[config.mk]
export PLATFORM = sky130hd
export DESIGN_NAME = param_sipo_deser_flat
export DESIGN_NICKNAME = d
export VERILOG_FILES = /design/src/rtl/param_sipo_deser_if.sv /design/src/rtl/param_sipo_deser.sv /design/src/flat_wrapper.sv
export SDC_FILE = /design/constraint.sdc
export NUM_CORES = 1
export LEC_CHECK = 0
export CORE_MARGIN = 2
export CORE_UTILIZATION = 45
export CTS_CLUSTER_DIAMETER = 100
export DETAILED_ROUTE_END_ITERATION = 7
export PLACE_DENSITY = 0.72
export SLEW_MARGIN = 20
export SYNTH_ARGS = -nofsm -noshare
export SYNTH_HDL_FRONTEND = slang
export SYNTH_SLANG_ARGS = --single-unit
[constraint.sdc]
create_clock -name clk -period 1.85 [get_ports clk]
set_input_delay 0.37 -clock clk [delete_from_list [all_inputs] [get_ports clk]]
set_output_delay 0.37 -clock clk [all_outputs]
set_load 0.1 [all_outputs]
[src/rtl/param_sipo_deser_if.sv]
// Handshake bundle for param_sipo_deser: serial receive side plus
// the parallel valid/ready word port and status flags.
interface param_sipo_deser_if #(
    parameter int WIDTH = 8
);
    logic             sin_valid;
    logic             sin_data;
    logic             sin_start;
    logic [WIDTH-1:0] dout;
    logic             dout_valid;
    logic             dout_ready;
    logic             frame_err;
    logic             overrun;

    // Deserializer side
    modport slave (
        input  sin_valid, sin_data, sin_start, dout_ready,
        output dout, dout_valid, frame_err, overrun
    );

    // Source / consumer side
    modport master (
        output sin_valid, sin_data, sin_start, dout_ready,
        input  dout, dout_valid, frame_err, overrun
    );
endinterface

[src/rtl/param_sipo_deser.sv]
// Serial-in / parallel-out deserializer with resync, frame-error pulse
// and sticky overrun for words dropped under backpressure.
//
//  state | meaning
//  IDLE  | count=0, waiting for bit 0 of a word (sin_start accepted silently)
//  SHIFT | 1..WIDTH-1 bits of the current word received
module param_sipo_deser #(
    parameter int WIDTH     = 8,
    parameter bit MSB_FIRST = 1'b1
) (
    input  logic                 clk,
    input  logic                 rst,
    param_sipo_deser_if.slave    bus
);
    localparam int CW = $clog2(WIDTH + 1);
    localparam logic [CW-1:0] LAST_CNT = CW'(WIDTH);

    typedef enum logic {IDLE, SHIFT} state_t;

    state_t           state_q, state_d;
    logic [CW-1:0]    cnt_q, cnt_d;
    logic [WIDTH-1:0] shift_q, shift_d;
    logic [WIDTH-1:0] dout_q, dout_d;
    logic             dout_valid_q, dout_valid_d;
    logic             frame_err_q, frame_err_d;
    logic             overrun_q, overrun_d;

    logic             resync;
    logic [WIDTH-1:0] shift_base;
    logic [WIDTH-1:0] shift_new;
    logic [CW-1:0]    cnt_new;

    // Next-state: shift in qualified bits, complete words, output handshake
    always_comb begin
        state_d      = state_q;
        cnt_d        = cnt_q;
        shift_d      = shift_q;
        dout_d       = dout_q;
        dout_valid_d = dout_valid_q;
        frame_err_d  = 1'b0;
        overrun_d    = overrun_q;

        // A start marker mid-word throws away the partial word
        resync     = bus.sin_valid && bus.sin_start && (state_q == SHIFT);
        shift_base = resync ? '0 : shift_q;
        cnt_new    = (resync ? '0 : cnt_q) + CW'(1);
        if (MSB_FIRST)
            shift_new = {shift_base[WIDTH-2:0], bus.sin_data};
        else
            shift_new = {bus.sin_data, shift_base[WIDTH-1:1]};

        if (dout_valid_q && bus.dout_ready)
            dout_valid_d = 1'b0;

        if (bus.sin_valid) begin
            frame_err_d = resync;
            if (cnt_new == LAST_CNT) begin
                state_d = IDLE;
                cnt_d   = '0;
                shift_d = '0;
                // Slot is free if empty or being consumed at this same edge
                if (!dout_valid_q || bus.dout_ready) begin
                    dout_d       = shift_new;
                    dout_valid_d = 1'b1;
                end else begin
                    overrun_d = 1'b1;
                end
            end else begin
                state_d = SHIFT;
                cnt_d   = cnt_new;
                shift_d = shift_new;
            end
        end
    end

    // State and output registers, synchronous reset
    always_ff @(posedge clk) begin
        if (rst) begin
            state_q      <= IDLE;
            cnt_q        <= '0;
            shift_q      <= '0;
            dout_q       <= '0;
            dout_valid_q <= 1'b0;
            frame_err_q  <= 1'b0;
            overrun_q    <= 1'b0;
        end else begin
            state_q      <= state_d;
            cnt_q        <= cnt_d;
            shift_q      <= shift_d;
            dout_q       <= dout_d;
            dout_valid_q <= dout_valid_d;
            frame_err_q  <= frame_err_d;
            overrun_q    <= overrun_d;
        end
    end

    assign bus.dout       = dout_q;
    assign bus.dout_valid = dout_valid_q;
    assign bus.frame_err  = frame_err_q;
    assign bus.overrun    = overrun_q;
endmodule

[src/flat_wrapper.sv]
// flat-port wrapper written by rule: the top's interface ports become plain ports
module param_sipo_deser_flat 
#(
    parameter int WIDTH     = 8,
    parameter bit MSB_FIRST = 1'b1
)
  (clk, rst, bus_sin_valid, bus_sin_data, bus_sin_start, bus_dout_ready, bus_dout, bus_dout_valid, bus_frame_err, bus_overrun);
  param_sipo_deser_if #(.WIDTH(WIDTH)) bus_i ();
  input  logic clk;
  input  logic rst;
  input wire logic [$bits(bus_i.sin_valid)-1:0] bus_sin_valid;
  input wire logic [$bits(bus_i.sin_data)-1:0] bus_sin_data;
  input wire logic [$bits(bus_i.sin_start)-1:0] bus_sin_start;
  input wire logic [$bits(bus_i.dout_ready)-1:0] bus_dout_ready;
  output wire logic [$bits(bus_i.dout)-1:0] bus_dout;
  output wire logic [$bits(bus_i.dout_valid)-1:0] bus_dout_valid;
  output wire logic [$bits(bus_i.frame_err)-1:0] bus_frame_err;
  output wire logic [$bits(bus_i.overrun)-1:0] bus_overrun;
  assign bus_i.sin_valid = bus_sin_valid;
  assign bus_i.sin_data = bus_sin_data;
  assign bus_i.sin_start = bus_sin_start;
  assign bus_i.dout_ready = bus_dout_ready;
  assign bus_dout = bus_i.dout;
  assign bus_dout_valid = bus_i.dout_valid;
  assign bus_frame_err = bus_i.frame_err;
  assign bus_overrun = bus_i.overrun;
  param_sipo_deser #(.WIDTH(WIDTH), .MSB_FIRST(MSB_FIRST)) u_core (.clk(clk), .rst(rst), .bus(bus_i));
endmodule
# Yosys cells after proc, flatten, opt, wreduce, memory -nomap -nowiden
# Index checks and enable logic that the tools add are counted.
[op_classes]
add_sub_neg = 1
n_eq_ne = 1
mux = 9
bitwise_logic = 2
n_reduce_logical = 8
[ops]
columns = ["cell", "count"]
rows = [
  ["7-bit 2-to-1 mux", 2],
  ["4-bit 2-to-1 mux", 2],
  ["3-bit AND reduction", 2],
  ["1-bit 2-to-1 mux", 5],
  ["4-bit by 1-bit adder with 4-bit output, second input constant", 1],
  ["4-bit equality test, second input constant", 1],
  ["1-bit logical AND", 3],
  ["1-bit inverter", 2],
  ["2-bit OR reduction", 1],
  ["1-bit logical NOT", 1],
  ["1-bit logical OR", 1],
]
[word_totals]
ff_bits = 23
input_bits = 6
out_inout_bits = 11
word_cells = 28

# Logic depth before layout (Yosys ltp)
# Gate-level depths: netlist of run 1.
[depth]
word_depth = 7
depth_mapped = 9
mapped_depth_nobuf = 7

# Worst setup path after synthesis of run 1
# Ideal clock, no wire load.
[synth_path]
path_type = "in2reg"
from = "input bus_sin_start"
to = "register u_core.overrun_q (netlist: u_core.bus.overrun)"
setup_time_ps = 128
t_arrival_ps = 1745
required_time_ps = 1722
setup_slack_ps = -22
cell_stages = 9
path_buffers = 2
path_cell_list = "nand3_1 > buf_2 > and2_1 > ha_1 > and2_1 > o211a_4 > buf_6 > a21oi_1 > nor2_1"
[synth_via]
elab_chain_cells = 6
[synth_rtl]
columns = ["item", "line", "source"]
rows = [
  ["start, declared", "flat_wrapper.sv:13", "input wire logic [$bits(bus_i.sin_start)-1:0] bus_sin_start;"],
  ["1-bit logical AND (2 in series)", "param_sipo_deser.sv:44", "resync = bus.sin_valid && bus.sin_start && (state_q == SHIFT);"],
  ["4-bit 2-to-1 mux", "param_sipo_deser.sv:46", "cnt_new = (resync ? '0 : cnt_q) + CW'(1);"],
  ["4-bit by 1-bit adder with 4-bit output", "param_sipo_deser.sv:46", ""],
  ["4-bit equality test", "param_sipo_deser.sv:57", "if (cnt_new == LAST_CNT) begin"],
  ["3-bit AND reduction (no line)", "--", ""],
  ["end signal, assigned", "param_sipo_deser.sv:93", "overrun_q <= overrun_d;"],
  ["end, declared", "param_sipo_deser.sv:26", "logic overrun_q, overrun_d;"],
]
# Every way passes these cells.
# A chain may end at the register's enable or synchronous reset.

# Worst setup path after layout of run 1
[layout_path]
from = "input bus_sin_valid"
to = "register u_core.dout_q[2] (netlist: u_core.bus.dout[2])"
[layout_via]
elab_chain_cells = 6
word_cells_on_any_way = 7
cone_classes = "add/sub (1); eq/ne (1); mux (2); reduce/logical (3)"
[layout_rtl]
columns = ["item", "line", "source"]
rows = [
  ["start, declared", "flat_wrapper.sv:11", "input wire logic [$bits(bus_i.sin_valid)-1:0] bus_sin_valid;"],
  ["1-bit logical AND (2 in series)", "param_sipo_deser.sv:44", ""],
  ["4-bit 2-to-1 mux", "param_sipo_deser.sv:46", ""],
  ["4-bit by 1-bit adder with 4-bit output", "param_sipo_deser.sv:46", ""],
  ["4-bit equality test", "param_sipo_deser.sv:57", ""],
  ["3-bit AND reduction (no line)", "--", ""],
  ["end signal, assigned", "param_sipo_deser.sv:90", "dout_q <= dout_d;"],
  ["end, declared", "param_sipo_deser.sv:23", "logic [WIDTH-1:0] dout_q, dout_d;"],
]
# Several ways; a longest one is shown, not always the timed one.

==> flow_summary.json, run 1 <==
{
  "grt_max_degree": 21,
  "io_buffer_count": 16,
  "hold_path_end": "u_core.shift_q[6]",
  "combPwrFrac": 0.090,
  "start_util": 0.487,
  "wl_per_cell_um": 15.1,
  "dieWidth_um": 50.8,
  "finalSetupViolCount": 0,
  "synthAdderAreaFrac": 0.0127,
  "syn_inst": 107,
  "synth-edff-count": 0,
  "synth_area_leaders": "dfxtp_1 (47%), nand4_1 (8.3%), a21oi_1 (8.1%)",
  "hold_path_class": "reg2reg",
  "ir_worst_vdd_mv": 0.528,
  "fin_crit_sh": 0.967,
  "place.gp.congestion": 0.906,
  "netlist_top_cells_count": "dfxtp_1 (23), a21oi_1 (16), nand4_1 (13)",
  "netlist_area_um2": 985,
  "dp_cells": 150,
  "io_pins": 17,
  "clock_latency_ps": 310,
  "yosys_warnings": 0,
  "chipHeight_um": 50.8,
  "worstHoldStart": "u_core.shift_q[6]",
  "nets": 137,
  "rsz0062_at_grt": "false",
  "synth_ff_type": "dfxtp_1",
  "fp.coreArea_um2": 2020,
  "required_ps": 2100,
  "synth_top_family_by_area": "simple AND/OR/NAND/NOR gates",
  "yosys.cell_count.top_type": "dfxtp_1",
  "clock_skew_ps": 1.89,
  "hpwl_um": 1560,
  "ys_seq_area_frac": 0.468,
  "p_leak_uw": 0.000484,
  "synthXorXnorAreaFrac": 0.0178,
  "synth-seq-cells": 23,
  "p_clk_frac": 0.280,
  "grtUsageTotal": 0.189,
  "syn_nets": 114,
  "num_vias": 910,
  "switching_share": 0.235,
  "cell_internal_pwr_uw": 623,
  "synth-simple-area-share": 0.243,
  "tightest_slew_ps": 469,
  "grt_pass1_vias": 799,
  "routed_wl_um": 2350,
  "synth_compound_area_frac": 0.201,
  "p_per_area_nw_per_um2": 594,
  "h-tree-depth": 1,
  "rows": 16,
  "die_area_um2": 2580,
  "critPathArrivalTime_ps": 2040,
  "holdBufCountCts": 0,
  "vias_per_cell": 5.83,
  "netSwitchingPower_uw": 192,
  "start_kind": "input pin",
  "netlist.area_leader.share": 0.468,
  "drtAntennaViolNets": 0,
  "firstDrtPassIters": 4,
  "max_freq_mhz": 559,
  "drc": 0,
  "worstRegToRegCells": 7,
  "slew_headroom": 0.686,
  "cp-end-kind": "register",
  "tritoncts": "done",
  "synth_area_per_cell_um2": 9.20,
  "synthMuxAreaShare": 0.0203,
  "fin_crit_ps": 1790,
  "ys_types": 26,
  "holdPathStages": 2,
  "path_class": "in2reg",
  "cts.path.max_buffers": 2,
  "r2r_start": "u_core.state_q",
  "yosysTopAreaCell": "dfxtp_1",
  "hold_viol_final": 0,
  "power_uw": 814,
  "r2r-end": "u_core.cnt_q[0]",
  "cts-root-buf": "clkbuf_4",
  "clkSinkCount": 23,
  "overflow": 0,
  "instances_no_fill": 156,
  "power.share.sequential": 0.630,
  "antenna_cells": 0,
  "first_iter_violations": 21,
  "antenna_found_initial": 0,
  "cap_viol_max_count": 0,
  "synthArstFlopShare": 0,
  "cts_buffers": 3,
  "grt_pass1_wl_um": 3660,
  "crit_fanout": 20,
  "clk_pin_slew_ps": 120,
  "whs_ps": 481,
  "fill_cells": 148,
  "drv_slew": 0,
  "final_layout_size_suffix_gt1_frac": 0.248,
  "area_delta_synth_final_pct": 39.3,
  "reg2reg_slack_ps": 220,
  "run_status": "complete, no violations"
}
==> sequential cells by signal, indices dropped and copies added (netlist names) <==
register	count
u_core.bus.dout	8
u_core.bus.dout_valid	1
u_core.bus.frame_err	1
u_core.bus.overrun	1
u_core.cnt_q	4
u_core.shift_q	7
u_core.state_q	1
==> how the worst max path moves through the flow <==
stage,start,endpoint,depth (start not counted)
after floorplan,bus_sin_start,u_core.bus.overrun,9
after global placement,bus_sin_start,u_core.cnt_q[0],8
after detailed placement,bus_sin_valid,u_core.bus.dout[7],8
after CTS,bus_sin_valid,u_core.bus.dout[7],8
after global routing,bus_sin_valid,u_core.cnt_q[0],8
final,bus_sin_valid,u_core.bus.dout[2],6
==> per-stage QoR <==
| stage | instance area (µm²) | worst slack (ps) | TNS, ps | utilization |
|---|---|---|---|---|
| floorplan | 992 | 61.4 | 0 | - |
| global placement | 1300 | -230 | -3580 | 0.641 |
| detailed placement | 1300 | -329 | -5280 | 0.641 |
| CTS | 1320 | 0.727 | 0 | 0.654 |
| global route | 1370 | 14.8 | 0 | 0.678 |
| finish | 1370 | 61.3 | 0 | 0.678 |
==> cell type report <==
class | instances | area (µm²) | area share
Multi-Input combinational cell | 79 | 541 | 0.394
Sequential cell | 23 | 460 | 0.336
Timing Repair Buffer | 23 | 310 | 0.226
Tap cell | 27 | 33.8 | 0.0246
Clock buffer | 4 | 26.3 | 0.0192
==> critical path, cell delays in order <==
cell	delay [ps]
clkdlybuf4s50_1	500
buf_4	240
a21boi_4	340
o211a_2	320
nand4_1	110
a21oi_1	150
==> repair_timing <==
item | 4_1_cts | 5_1_grt
setup endpoints to repair | 0 | 14
buffers inserted | 0 | 0
gates resized for setup | 0 | 9
==> cells in the final DEF (no fill, tap or decap), types with 2 or more instances in the layout <==
master and instances:
nor3_1 2, nand2_1 2, nand3_1 2, mux2i_1 2, nand4_1 13, o21ai_1 6, nor3b_1 2, clkdlybuf4s50_1 5
nor2_1 6, clkbuf_4 3, o21ai_0 2, and2_1 2, buf_4 8, buf_12 10, a21oi_1 16, nand2b_1 8
dfxtp_1 23, xnor2_1 2
==> routing by layer <==
layer,GRT usage,up-vias,wire length (µm)
met5,0,-,0
met4,0.0541,0,0
met3,0.0536,0,144
met2,0.309,28,1180
met1,0.241,438,1020
li1,-,444,-
==> logic make-up (layout without fill, tap and decap cells) <==
logic type / Yosys count / in the layout
xor gates and xnor gates: 2 / 2
and+or+nand+nor: 41 / 41
DFF: 23 / 23
muxes: 2 / 2
buffers and inverters: 7 / 27
adders and majority gates: 1 / 1
AOI/OAI and AO/OA: 31 / 33
==> power by group through the flow <==
stage / clock [µW] / combinational [µW] / sequential [µW]
after CTS: 233 / 68.0 / 512
after global placement: 0 / 66.5 / 523
final: 228 / 73.1 / 513
after floorplan: 0 / 37.9 / 524
after detailed placement: 0 / 67.8 / 523
after global routing: 259 / 78.7 / 515
(Power assumes the default switching activity.)
==> run 2: changes to the inputs <==
--- a/config.mk
+++ b/config.mk
@@ -7,9 +7,11 @@
 export LEC_CHECK = 0
 export CORE_MARGIN = 2
 export CORE_UTILIZATION = 45
+export CTS_BUF_LIST = sky130_fd_sc_hd__clkbuf_4
 export CTS_CLUSTER_DIAMETER = 100
 export DETAILED_ROUTE_END_ITERATION = 7
 export PLACE_DENSITY = 0.72
+export SKIP_CTS_REPAIR_TIMING = 1
 export SLEW_MARGIN = 20
 export SYNTH_ARGS = -nofsm -noshare
 export SYNTH_HDL_FRONTEND = slang
==> run 2 against run 1 <==
Net effect:
- sequential cell count stayed put
- cell area increased by 0.27%
- setup slack gained 8.4 ps
- register-to-register slack about the same
- sequential power barely moved
- critical endpoint unchanged
- clock skew increased by 2.5 ps
- critical path type unchanged
- clock-buffer cell count unchanged
==> flow_summary.json, run 2 (same netlist as run 1, synthesis figures left out) <==
{
  "rows": 16,
  "clock_skew_ps": 4.43,
  "hpwl_um": 1560,
  "slew_headroom": 0.687,
  "grtUsageTotal": 0.188,
  "path_buf_inv": 2,
  "cts_buffers": 3,
  "final_common_cell": "dfxtp_1",
  "p_per_area_nw_per_um2": 602,
  "drtAntennaViolNets": 0,
  "place.gp.congestion": 0.906,
  "final_layout_size_suffix_gt1_frac": 0.256,
  "crit_fanout": 20,
  "critPathArrivalTime_ps": 2040,
  "slowest_delay_ps": 500,
  "largest_reg_flops": 8,
  "num_vias": 916,
  "fill_cells": 151,
  "dieWidth_um": 50.8,
  "final_cell_area_um2": 1380,
  "required_ps": 2110,
  "vias_per_cell": 5.87,
  "reg2reg_slack_ps": 210,
  "max_freq_mhz": 562,
  "cts.path.max_buffers": 2,
  "tns_ps": 0,
  "overflow": 0,
  "clkSinkCount": 23,
  "fp.coreArea_um2": 2020,
  "worstRegToRegCells": 7,
  "wl_per_cell_um": 15.1,
  "path_class": "in2reg",
  "cp-end-kind": "register",
  "hold_viol_final": 0,
  "hold_path_class": "reg2reg",
  "routed_wl_um": 2360,
  "tritoncts": "done",
  "drc": 0,
  "worstHoldStart": "u_core.shift_q[6]",
  "die_area_um2": 2580,
  "nets": 137,
  "cts-root-buf": "clkbuf_4",
  "worst_path_max_delay_cell": "clkdlybuf4s50_1",
  "drv_slew": 0,
  "final_cell_mix": "dfxtp_1 (23), a21oi_1 (16), nand4_1 (13)",
  "clk_pin_slew_ps": 120,
  "antenna_found_initial": 0,
  "p_leak_uw": 0.000488,
  "critical_path.top_delay_family": "compound AO/OA/AOI/OAI gates",
  "cap_viol_max_count": 0,
  "dpl_cell_area_um2": 1300,
  "cp-startpoint": "bus_sin_valid",
  "grt_pass1_wl_um": 3640,
  "fin_crit_sh": 0.962,
  "start_util": 0.487,
  "tightest_slew_ps": 467,
  "fin_crit_ps": 1780,
  "r2r-end": "u_core.cnt_q[0]",
  "antenna_cells": 0,
  "area_delta_synth_final_pct": 39.6,
  "grt_pass1_vias": 800,
  "ir_worst_vdd_mv": 0.514,
  "hold_path_end": "u_core.shift_q[6]",
  "io_buffer_count": 16,
  "chipHeight_um": 50.8,
  "firstDrtPassIters": 4,
  "first_iter_violations": 28,
  "finalSetupViolCount": 0,
  "h-tree-depth": 1,
  "rsz0062_at_grt": "false",
  "start_kind": "input pin",
  "holdPathStages": 2,
  "r2r_start": "u_core.state_q",
  "run_status": "complete, no violations",
  "clock_latency_ps": 310,
  "io_pins": 17,
  "grt_max_degree": 21,
  "crit_chain": "clkdlybuf4s50_1 > buf_4 > a21boi_4 > o211a_2 > nand4_1 > a21oi_1"
}
==> run 2: cell counts in the layout (fill, tap and decap cells not counted) <==
Identical to the previous run, type by type.
==> run 2: final cells by class <==
type	instances	area, µm²	share of cell area
multi-input cells	79	541	0.393
flip-flops and latches	23	460	0.335
repair buffers	23	310	0.226
well taps	27	33.8	0.0246
clock buffers	4	30.0	0.0218
==> run 2: metal layers <==
metal  GRT usage  vias to the layer above  wire length (µm)
li1            -                      443                 -
met1       0.239                      444              1030
met2       0.309                       26              1210
met3      0.0536                        3               112
met4      0.0541                        0                11
met5           0                        -                 0
==> run 2: how the worst max path moves through the flow <==
| stage | to | slack (ps) | cells after the start |
|---|---|---|---|
| global placement | u_core.cnt_q[0] | -230 | 8 |
| finish | u_core.bus.dout[2] | 70 | 6 |
| global route | u_core.cnt_q[0] | 10 | 8 |
| CTS | u_core.bus.dout[7] | 2 | 8 |
| detailed placement | u_core.bus.dout[7] | -330 | 8 |
| floorplan | u_core.bus.overrun | 60 | 9 |
==> run 2: report_power, final <==
group / internal, µW / switching (µW)
sequential: 503 / 9.66
combinational: 35.1 / 38.0
clock: 99.0 / 142
==> run 2: worst min-delay path, cell delays in order (launching register included) <==
cell and delay (ps):
dfxtp_1 330, nand2b_1 60, a21oi_1 50
==> run 2: through the flow <==
step / cells / setup slack (ps) / total power (µW) / util / hold slack [ps]
5_1_grt: 156 / 14.8 / 865 / 0.680 / 519
3_5_place_dp: 150 / -329 / 591 / 0.641 / 467
2_1_floorplan: 107 / 61.4 / 561 / - / 446
6_report: 156 / 69.7 / 827 / 0.680 / 480
4_1_cts: 154 / 2.21 / 828 / 0.656 / 485
3_3_place_gp: 150 / -230 / 590 / 0.641 / 461
==> run 3: changes to the inputs <==
--- a/config.mk
+++ b/config.mk
@@ -5,12 +5,14 @@
 export SDC_FILE = /design/constraint.sdc
 export NUM_CORES = 1
 export LEC_CHECK = 0
+export CELL_PAD_IN_SITES_DETAIL_PLACEMENT = 1
+export CELL_PAD_IN_SITES_GLOBAL_PLACEMENT = 1
 export CORE_MARGIN = 2
-export CORE_UTILIZATION = 45
+export CORE_UTILIZATION = 36
 export CTS_BUF_LIST = sky130_fd_sc_hd__clkbuf_4
 export CTS_CLUSTER_DIAMETER = 100
 export DETAILED_ROUTE_END_ITERATION = 7
-export PLACE_DENSITY = 0.72
+export PLACE_DENSITY_LB_ADDON = 0.1
 export SKIP_CTS_REPAIR_TIMING = 1
 export SLEW_MARGIN = 20
 export SYNTH_ARGS = -nofsm -noshare
==> run 3 against run 2 <==
Net effect:
- combinational power up 1%
- cell count up 1.9%
- core utilization down 14 points
- clock power about the same
- setup slack better by 21 ps
- critical path depth up 2
- sequential power about the same
- sequential share of layout area unchanged
- non-clock buffer count up 2
- clock-buffer cell count unchanged
==> flow_summary.json, run 3 (same netlist as run 1, synthesis figures left out) <==
{
  "tns_ps": 0,
  "clkSinkCount": 23,
  "instances_no_fill": 159,
  "firstDrtPassIters": 4,
  "path_class": "in2reg",
  "place_ws_ps": -313,
  "final_core_util": 0.540,
  "p_clk_frac": 0.293,
  "worstRegToRegCells": 7,
  "grtUsageTotal": 0.169,
  "grt_max_degree": 21,
  "drv_slew": 0,
  "place.gp.congestion": 0.866,
  "first_iter_violations": 14,
  "grt_pass1_wl_um": 4230,
  "rows": 18,
  "p_leak_uw": 0.000488,
  "dieWidth_um": 56.3,
  "hold_path_class": "reg2reg",
  "run_status": "complete, no violations",
  "clock_skew_ps": 5.15,
  "cell_internal_pwr_uw": 638,
  "final_common_cell": "dfxtp_1",
  "grt_pass1_vias": 886,
  "final_cell_mix": "dfxtp_1 (23), a21oi_1 (15), nand4_1 (13)",
  "slew_headroom": 0.788,
  "switching_share": 0.232,
  "finalSetupViolCount": 0,
  "p_per_area_nw_per_um2": 604,
  "area_delta_synth_final_pct": 39.6,
  "cts-root-buf": "clkbuf_4",
  "required_ps": 2090,
  "start_kind": "input pin",
  "overflow": 0,
  "dp_cells": 154,
  "fin_crit_sh": 0.951,
  "drtAntennaViolNets": 0,
  "cts_buffers": 3,
  "start_util": 0.387,
  "io_pins": 17,
  "nets": 137,
  "crit_fanout": 9,
  "hpwl_um": 1810,
  "cts.path.max_buffers": 2,
  "drc": 0,
  "holdPathStages": 2,
  "cap_viol_max_count": 0,
  "fin_ws_ps": 90.9,
  "h-tree-depth": 1,
  "ir_worst_vdd_mv": 0.435,
  "combPwrFrac": 0.089,
  "routed_wl_um": 2520,
  "cp-end-kind": "register",
  "max_freq_mhz": 568,
  "worstHoldStart": "u_core.shift_q[6]",
  "power.share.sequential": 0.618,
  "die_area_um2": 3170,
  "clk_pin_slew_ps": 120,
  "antenna_cells": 0,
  "wl_per_cell_um": 15.8,
  "hold_viol_final": 0,
  "io_buffer_count": 16,
  "antenna_found_initial": 0,
  "final_cell_area_um2": 1380,
  "chipHeight_um": 56.3,
  "critPathArrivalTime_ps": 2000,
  "tritoncts": "done",
  "clock_latency_ps": 310,
  "fp.coreArea_um2": 2540,
  "r2r_start": "u_core.state_q",
  "reg2reg_slack_ps": 210,
  "final_layout_size_suffix_gt1_frac": 0.264,
  "netSwitchingPower_uw": 192,
  "fin_crit_ps": 1760,
  "tightest_slew_ps": 316,
  "hold_path_end": "u_core.shift_q[6]",
  "vias_per_cell": 5.63,
  "largest_reg_flops": 8,
  "dpl_cell_area_um2": 1310,
  "r2r-end": "u_core.bus.dout[5]",
  "num_vias": 895
}
[run 3: changes by cell type in the layout (fill, tap and decap cells not counted), sizes merged]
cell / delta
o211a: -1
buf: +2
o211ai: -1
[run 3: layer usage]
layer,part of all wire,vias to the layer above,GRT usage
li1,-,434,-
met1,0.46,442,0.228
met2,0.49,15,0.274
met5,0,-,0
met4,0.012,0,0.0612
met3,0.033,4,0.0230
[run 3: how the worst max path moves through the flow]
stage	startpoint	to	slack [ps]	cells past startpoint
3_5_place_dp	bus_sin_start	u_core.bus.dout[5]	-310	8
4_1_cts	bus_sin_start	u_core.bus.dout[5]	10	8
2_1_floorplan	bus_sin_start	u_core.bus.overrun	60	9
5_1_grt	bus_sin_valid	u_core.bus.dout[6]	-0.5	8
3_3_place_gp	bus_sin_valid	u_core.cnt_q[0]	-240	8
6_report	bus_sin_start	u_core.bus.dout[5]	90	8
[run 3: layout make-up]
| type | instances | area [µm²] |
|---|---|---|
| Fill cell | 294 | 1170 |
| Multi-Input combinational cell | 77 | 522 |
| Sequential cell | 23 | 460 |
| Timing Repair Buffer | 25 | 325 |
| Tap cell | 30 | 37.5 |
| Clock buffer | 4 | 30.0 |
[run 3: critical path, cell delays in order]
cell and delay (ps):
clkdlybuf4s50_1 490, nand3_2 110, and2_1 180, ha_1 210, and2_4 190, o211ai_4 150
o21ai_0 150, a21oi_1 150
[run 3: power by group through the flow]
stage          Sequential (µW)  Combinational (µW)  Clock (µW)
6_report                   514                73.8         243
5_1_grt                    516                81.3         281
4_1_cts                    513                71.4         260
3_5_place_dp               524                71.0           0
3_3_place_gp               524                69.8           0
2_1_floorplan              524                37.9           0
[run 3: through the flow]
step | hold slack [ps] | total power (µW)
global route | 521 | 879
finish | 500 | 831
CTS | 497 | 844
detailed placement | 475 | 595
floorplan | 446 | 561
global placement | 469 | 593
